--- config.mk ---
export PLATFORM = sky130hd
export DESIGN_NAME = board_occupancy_tracker
export DESIGN_NICKNAME = d
export VERILOG_FILES = /design/src/rtl/board_occupancy_tracker.sv
export SDC_FILE = /design/constraint.sdc
export NUM_CORES = 1
export LEC_CHECK = 0
export BUFFER_PORTS_ARGS = -buffer_cell sky130_fd_sc_hd__buf_2
export CELL_PAD_IN_SITES_DETAIL_PLACEMENT = 0
export CELL_PAD_IN_SITES_GLOBAL_PLACEMENT = 1
export CORE_ASPECT_RATIO = 2
export CORE_MARGIN = 3
export CORE_UTILIZATION = 39
export DETAILED_ROUTE_END_ITERATION = 16
export HOLD_SLACK_MARGIN = 0.15
export PLACE_DENSITY = 0.86
export SLEW_MARGIN = 20
export SYNTH_ARGS = -nofsm -noshare
export SYNTH_HDL_FRONTEND = slang
export SYNTH_SLANG_ARGS = --single-unit
--- constraint.sdc ---
create_clock -name clk -period 4.46 [get_ports clk]
set_clock_uncertainty 0.05 [all_clocks]
set_input_delay 0.669 -clock clk [delete_from_list [all_inputs] [get_ports clk]]
set_output_delay 0.669 -clock clk [all_outputs]
set_load 0.1 [all_outputs]
--- src/rtl/board_occupancy_tracker.sv ---
// N x N tic-tac-toe board store with valid/ready move intake, legality checks and a registered full flag.
// Optional macro BOARD_TURN_ENFORCE_EN: reject moves whose player does not match the expected turn.
module board_occupancy_tracker #(
  parameter int BOARD_N = 3,
  parameter int IDX_W   = $clog2(BOARD_N*BOARD_N),
  parameter int CNT_W   = $clog2(BOARD_N*BOARD_N+1)
) (
  input  logic                           clk,
  input  logic                           reset,
  input  logic                           clear,
  input  logic                           move_valid,
  output logic                           move_ready,
  input  logic [IDX_W-1:0]               move_idx,
  input  logic [1:0]                     move_player,
  output logic                           move_accept,
  output logic                           move_reject,
  output logic [2*BOARD_N*BOARD_N-1:0]   board,
  output logic [CNT_W-1:0]               occupied_count,
  output logic                           no_space,
  output logic [1:0]                     turn
);

  localparam int CELLS = BOARD_N*BOARD_N;

  typedef enum logic {PLAY, FULL} state_t;

  state_t               state_q, state_d;
  logic [2*CELLS-1:0]   board_q, board_d;
  logic [CNT_W-1:0]     count_q, count_d, count_inc;
  logic [1:0]           turn_q, turn_d;
  logic                 accept_q, accept_d;
  logic                 reject_q, reject_d;

  logic [1:0]           cell_cur;
  logic                 idx_in_range;
  logic                 player_ok;
  logic                 turn_ok;
  logic                 legal;
  logic                 take;

  // Legality is judged against the registered board, so a same-cell move on the next cycle is refused.
  always_comb begin
    cell_cur = 2'b00;
    for (int k = 0; k < CELLS; k++) begin
      if (move_idx == IDX_W'(k)) cell_cur = board_q[2*k +: 2];
    end
    idx_in_range = (32'(move_idx) < 32'(CELLS));
    player_ok    = (move_player == 2'b01) || (move_player == 2'b10);
`ifdef BOARD_TURN_ENFORCE_EN
    turn_ok      = (move_player == turn_q);
`else
    turn_ok      = 1'b1;
`endif
    legal        = idx_in_range && (cell_cur == 2'b00) && player_ok && turn_ok;
    take         = move_valid && (state_q == PLAY);
    count_inc    = count_q + CNT_W'(1);
  end

  always_comb begin
    state_d    = state_q;
    board_d    = board_q;
    count_d    = count_q;
    turn_d     = turn_q;
    accept_d   = 1'b0;
    reject_d   = 1'b0;
    move_ready = (state_q == PLAY);
    if (take) begin
      if (legal) begin
        for (int k = 0; k < CELLS; k++) begin
          if (move_idx == IDX_W'(k)) board_d[2*k +: 2] = move_player;
        end
        count_d  = count_inc;
        turn_d   = ~turn_q;
        accept_d = 1'b1;
        if (count_inc == CNT_W'(CELLS)) state_d = FULL;
      end else begin
        reject_d = 1'b1;
      end
    end
  end

  // Clear wipes exactly like reset; a move arriving alongside either is dropped.
  always_ff @(posedge clk) begin
    if (reset || clear) begin
      state_q  <= PLAY;
      board_q  <= '0;
      count_q  <= '0;
      turn_q   <= 2'b01;
      accept_q <= 1'b0;
      reject_q <= 1'b0;
    end else begin
      state_q  <= state_d;
      board_q  <= board_d;
      count_q  <= count_d;
      turn_q   <= turn_d;
      accept_q <= accept_d;
      reject_q <= reject_d;
    end
  end

  assign board          = board_q;
  assign occupied_count = count_q;
  assign no_space       = (state_q == FULL);
  assign turn           = turn_q;
  assign move_accept    = accept_q;
  assign move_reject    = reject_q;

endmodule

==> impl_metrics.yaml, run 1 <==
yosys:
  async_reset_ff_share_pct: 0
  yosysWarnings: 0
  synth_nets: 156
  synthTopCellsByCount: "27 x dfxtp_1, 13 x nand2_1, 13 x nor2_1"
  synthTopCellsByArea: "dfxtp_1 43%, a32o_1 7.2%, nand2_1 3.9%"
  synth.avg_cell_area_sq_um: 8.71
  synth_edf_count: 0
  synthCells: 144
  ys_ff_latch: 27
  synth_top_cell_area_share_pct: 43.1
  yosysSeqAreaShare_pct: 43.1
  synth-main-ff-cell: "dfxtp_1"
  yosys.area.top_type: "dfxtp_1"
  syn_area_sq_mm: 0.00125
  yosysMostFrequentCell: "dfxtp_1"
  yosys.cell_types.count: 40
outcome:
  status: "finished clean"
detailed_routing:
  drt-total-wl_mm: 3.36
  avgRoutedWirePerCell_microns: 16.2
  viasPerCell: 6.06
  routed-via-count: 1261
  drc: 0
  ant_nets: 0
  firstDrtPassIters: 6
  dr.first_iter.drc_count: 34
floorplanning:
  dieWidth_microns: 46.1
  initial_core_util_pct: 41.7
  core_area_sq_mm: 0.00301
  die_h_microns: 86.2
  dieArea_sq_mm: 0.00398
  io_pins: 38
  row_count: 28
setup_path:
  cp.arrival_ps: 2700
  path_cells: "buf_2 -> nand2_1 -> nor3_1 -> o21ai_0 -> a31oi_1 -> nor2_2 -> a32o_1"
  worst-path-buf-inv: 1
  worst-path-max-fanout: 13
  critPathKind: "in2reg"
  cpLargestDelayFamily: "compound AO/OA/AOI/OAI gates"
  crit_path_top_delay_cell: "a31oi_1"
  slowest_delay_ps: 810
  crit_path_start_kind: "primary input"
  worst-endpoint-required_ps: 4580
  end_kind: "flop"
clock_network:
  clock_path_buffers: 2
  cts_buffers: 3
  cts_sinks: 27
  hold_buffers: 0
  ctsResizeCount: 0
  clk_latency_ps: 270
  htree_num_levels: 1
  cts_tree: "done"
  post_cts_buffers: 0
  cts.clk_slew.worst_paths_ps: 90
  root_buffer: "clkbuf_8"
sta:
  fmax_mhz: 388
  min_period_ps: 2580
  hold_violations: 0
  timing.final.crit_share_pct: 57.8
  setup_tns_ps: 0
  tightest_slew_ps: 981
  drv_slew: 0
  rsz0062_at_grt: "no"
  setup_viol: 0
  maxSlewHeadroom_pct: 34.3
global_routing:
  grt_pass1_vias: 1253
  overflow: 0
  grt_first_pass_wirelength_mm: 5.65
  grt_max_degree: 19
  antenna_found_initial: 0
  track_usage_pct: 18.7
cells_and_area:
  fin_nets: 191
  diodes: 0
  syn_to_final_growth_pct: 18.7
  design_area_sq_mm: 0.00149
  n_fill_cell: 310
  layout-drive-gt1-share_pct: 27.5
hold_path:
  hp-class: "reg2reg"
power_and_ir_drop:
  vdd_drop_max_mv: 0.206
  power_leakage_nw: 0.604
  powerDensity_mw_per_mm2: 295
place:
  dpl-instance-area_sq_mm: 0.00144
  hpwl_mm: 2.60
  io_buffers: 37
  gp_congestion: 0.837
job:
  max_cap_violations: 0
## path summary, 6_finish.rpt
check,start,endpoint,slack (ps),cells past startpoint
min reg2reg,board[13],board[13],430,2
min,board[13],board[13],430,2
max,move_idx[0],board[0],1880,7
max reg2reg,board[17],occupied_count[3],2170,5
## sequential cells by signal, indices dropped and copies added (netlist names)
register,cells
move_accept,1
move_reject,1
board,18
occupied_count,4
turn,2
no_space,1
## placed cells by master (no fill, tap or decap), types with 2 or more instances in the layout
cell type,count
inv_1,5
dfxtp_1,27
o21bai_1,2
nor3_1,7
o41ai_1,2
a32o_1,9
and2_1,3
o311ai_0,2
o21ai_0,9
nor4_1,2
buf_2,37
clkbuf_8,3
ha_1,2
nand3_1,4
a21oi_1,7
or4_1,2
nand2b_1,2
nand2_1,13
a31oi_1,5
a22o_1,2
nor2_1,13
## through the flow
stage                     utilization, %  power (mW)  setup slack (ps)  instances  hold WS, ps
after floorplan                        -       0.293              1870        144          770
after global placement              47.9       0.306              1720        204          415
after detailed placement            47.9       0.307              1600        204          417
after CTS                           49.5       0.443              1890        208          433
after global routing                49.5       0.459              1620        208          457
final                               49.5       0.439              1880        208          428
## cell families after synthesis
| logic type | after synthesis | share of synthesized area [%] |
|---|---|---|
| and+or+nand+nor | 57 | 24.0 |
| AOI/OAI and AO/OA | 44 | 25.4 |
| DFF | 27 | 43.1 |
| buffers and inverters | 13 | 4.79 |
| adders and majority gates | 2 | 1.99 |
| xor gates and xnor gates | 1 | 0.698 |
## worst register-to-register path, delay by kind of cell, from the launching register on
family	cells	cell delay, ps
AO/OA/AOI/OAI	2	280
flip-flops	1	340
AND/OR/NAND/NOR	3	1560
## power by group
part / internal (mW) / switching [mW] / leakage (nW)
Sequential: 0.242 / 0.000989 / 0.218
Combinational: 0.0145 / 0.0438 / 0.360
Clock: 0.0625 / 0.0751 / 0.0255
Total: 0.320 / 0.120 / 0.604
## final cells by class
type	instances	area [sq um]	area share, %
clock buffers	3	41.3	2.77
clock inverters	1	5.00	0.336
inverters	5	18.8	1.26
multi-input cells	104	654	43.9
flip-flops and latches	27	541	36.3
well taps	30	37.5	2.52
repair buffers	38	193	12.9
## per-layer routing
layer  wire length, microns  GRT usage [%]
met1                   1230           19.8
met2                   1880           33.7
met3                    170           2.70
met4                     76           8.81
met5                      0              0
Note: power is estimated with default switching activity, not from simulation.
==> inputs of run 2 (changes only) <==
--- a/config.mk
+++ b/config.mk
@@ -10,10 +10,10 @@
 export CELL_PAD_IN_SITES_GLOBAL_PLACEMENT = 1
 export CORE_ASPECT_RATIO = 2
 export CORE_MARGIN = 3
-export CORE_UTILIZATION = 39
+export CORE_UTILIZATION = 36
 export DETAILED_ROUTE_END_ITERATION = 16
 export HOLD_SLACK_MARGIN = 0.15
-export PLACE_DENSITY = 0.86
+export PLACE_DENSITY = 0.81
 export SLEW_MARGIN = 20
 export SYNTH_ARGS = -nofsm -noshare
 export SYNTH_HDL_FRONTEND = slang
==> constraint.sdc (replaced) <==
create_clock -name clk -period 2.64 [get_ports clk]
set_clock_uncertainty 0.05 [all_clocks]
set_input_delay 0.396 -clock clk [delete_from_list [all_inputs] [get_ports clk]]
set_output_delay 0.396 -clock clk [all_outputs]
set_load 0.1 [all_outputs]
==> impl_metrics.yaml, run 2 (synthesized netlist as in run 1, its figures left out) <==
outcome:
  status: "finished clean"
cells_and_area:
  stdcell_count: 211
  layout_commonest_cell: "buf_2"
  largest_reg_flops: 18
  syn_to_final_growth_pct: 19.9
  final_core_util_pct: 46.1
  fin_nets: 193
  diodes: 0
  n_fill_cell: 344
  layout-drive-gt1-share_pct: 27.8
  mostFrequentLayoutCells: "37 x buf_2, 27 x dfxtp_1, 13 x nor2_1, 13 x nand2_1"
setup_path:
  crit_path_start_kind: "flop"
  cp.arrival_ps: 2290
  worst-path-max-fanout: 9
  r2r_slack_ps: 450
  end_kind: "flop"
  slowest_delay_ps: 530
  path_cells: "or4_4 -> o21ai_2 -> nand4_1 -> buf_4 -> o311ai_0 -> o21ai_0"
  worst-endpoint-required_ps: 2740
  crit_path_top_delay_cell: "or4_4"
  critPathKind: "reg2reg"
sta:
  drv_slew: 0
  setup_viol: 0
  hold_violations: 0
  tightest_slew_ps: 537
  min_period_ps: 2190
  fmax_mhz: 456
  timing.final.crit_share_pct: 83.1
  setup_tns_ps: 0
  maxSlewHeadroom_pct: 63.9
  rsz0062_at_grt: "no"
floorplanning:
  io_pins: 38
  dieArea_sq_mm: 0.00427
  core_area_sq_mm: 0.00327
  initial_core_util_pct: 38.4
  dieWidth_microns: 47.8
  die_h_microns: 89.5
  row_count: 29
clock_network:
  cts_sinks: 27
  cts.clk_slew.worst_paths_ps: 90
  ctsResizeCount: 0
  clock_path_buffers: 2
  cts_buffers: 3
  post_cts_buffers: 0
  htree_num_levels: 1
  hold_buffers: 0
  cts_tree: "done"
  root_buffer: "clkbuf_8"
  clk_latency_ps: 270
place:
  io_buffers: 37
  hpwl_mm: 2.58
  gp_congestion: 0.876
  dp.cells: 207
global_routing:
  overflow: 0
  track_usage_pct: 17.1
  grt_first_pass_wirelength_mm: 5.40
  grt_max_degree: 19
  grt_pass1_vias: 1242
  antenna_found_initial: 0
power_and_ir_drop:
  vdd_drop_max_mv: 0.357
  power_mw: 0.744
  powerDensity_mw_per_mm2: 494
  power_leakage_nw: 0.610
job:
  max_cap_violations: 0
detailed_routing:
  viasPerCell: 5.92
  avgRoutedWirePerCell_microns: 15.8
  drt-total-wl_mm: 3.33
  dr.first_iter.drc_count: 31
  routed-via-count: 1249
  firstDrtPassIters: 4
  drc: 0
  ant_nets: 0
hold_path:
  hp-class: "in2reg"
==> run 2: final timing paths <==
kind | startpoint | end | depth (start not counted)
hold reg to reg | board[11] | board[11] | 2
setup reg to reg | board[17] | occupied_count[2] | 6
hold / removal | move_player[1] | board[9] | 3
setup / recovery | board[17] | occupied_count[2] | 6
==> run 2: per-stage QoR <==
step,worst slack (ps),hold WS [ps],instance area [sq um]
floorplan,49.3,497,1250
global placement,324,405,1460
detailed placement,276,408,1460
CTS,436,384,1510
global route,344,403,1510
finish,445,389,1510
==> run 2: worst max-delay path, delay by kind of cell (launching register included) <==
kind            cells  cell delay, ps
simple gates        2             850
compound gates      3             560
buf+inv             1             270
flops               1             340
==> run 2: cell type report <==
cell class,count,area (sq um),share of cell area (%)
Multi-Input combinational cell,104,654,43.5
Sequential cell,27,541,35.9
Timing Repair Buffer,40,208,13.8
Clock buffer,4,45.0,2.99
Tap cell,31,38.8,2.58
Inverter,5,18.8,1.25
==> run 2: report_power, final <==
| group | switching, mW | total, mW | internal [mW] |
|---|---|---|---|
| logic | 0.0741 | 0.101 | 0.0269 |
| clock network | 0.123 | 0.231 | 0.108 |
| registers | 0.00157 | 0.411 | 0.410 |
==> run 2: routing by layer <==
metal	up-vias	part of all wire (%)	GRT usage (%)
met1	599	40	20.0
met3	8	2.9	1.81
li1	608	-	-
met5	-	0	0
met2	34	54	29.0
met4	0	2.9	8.58
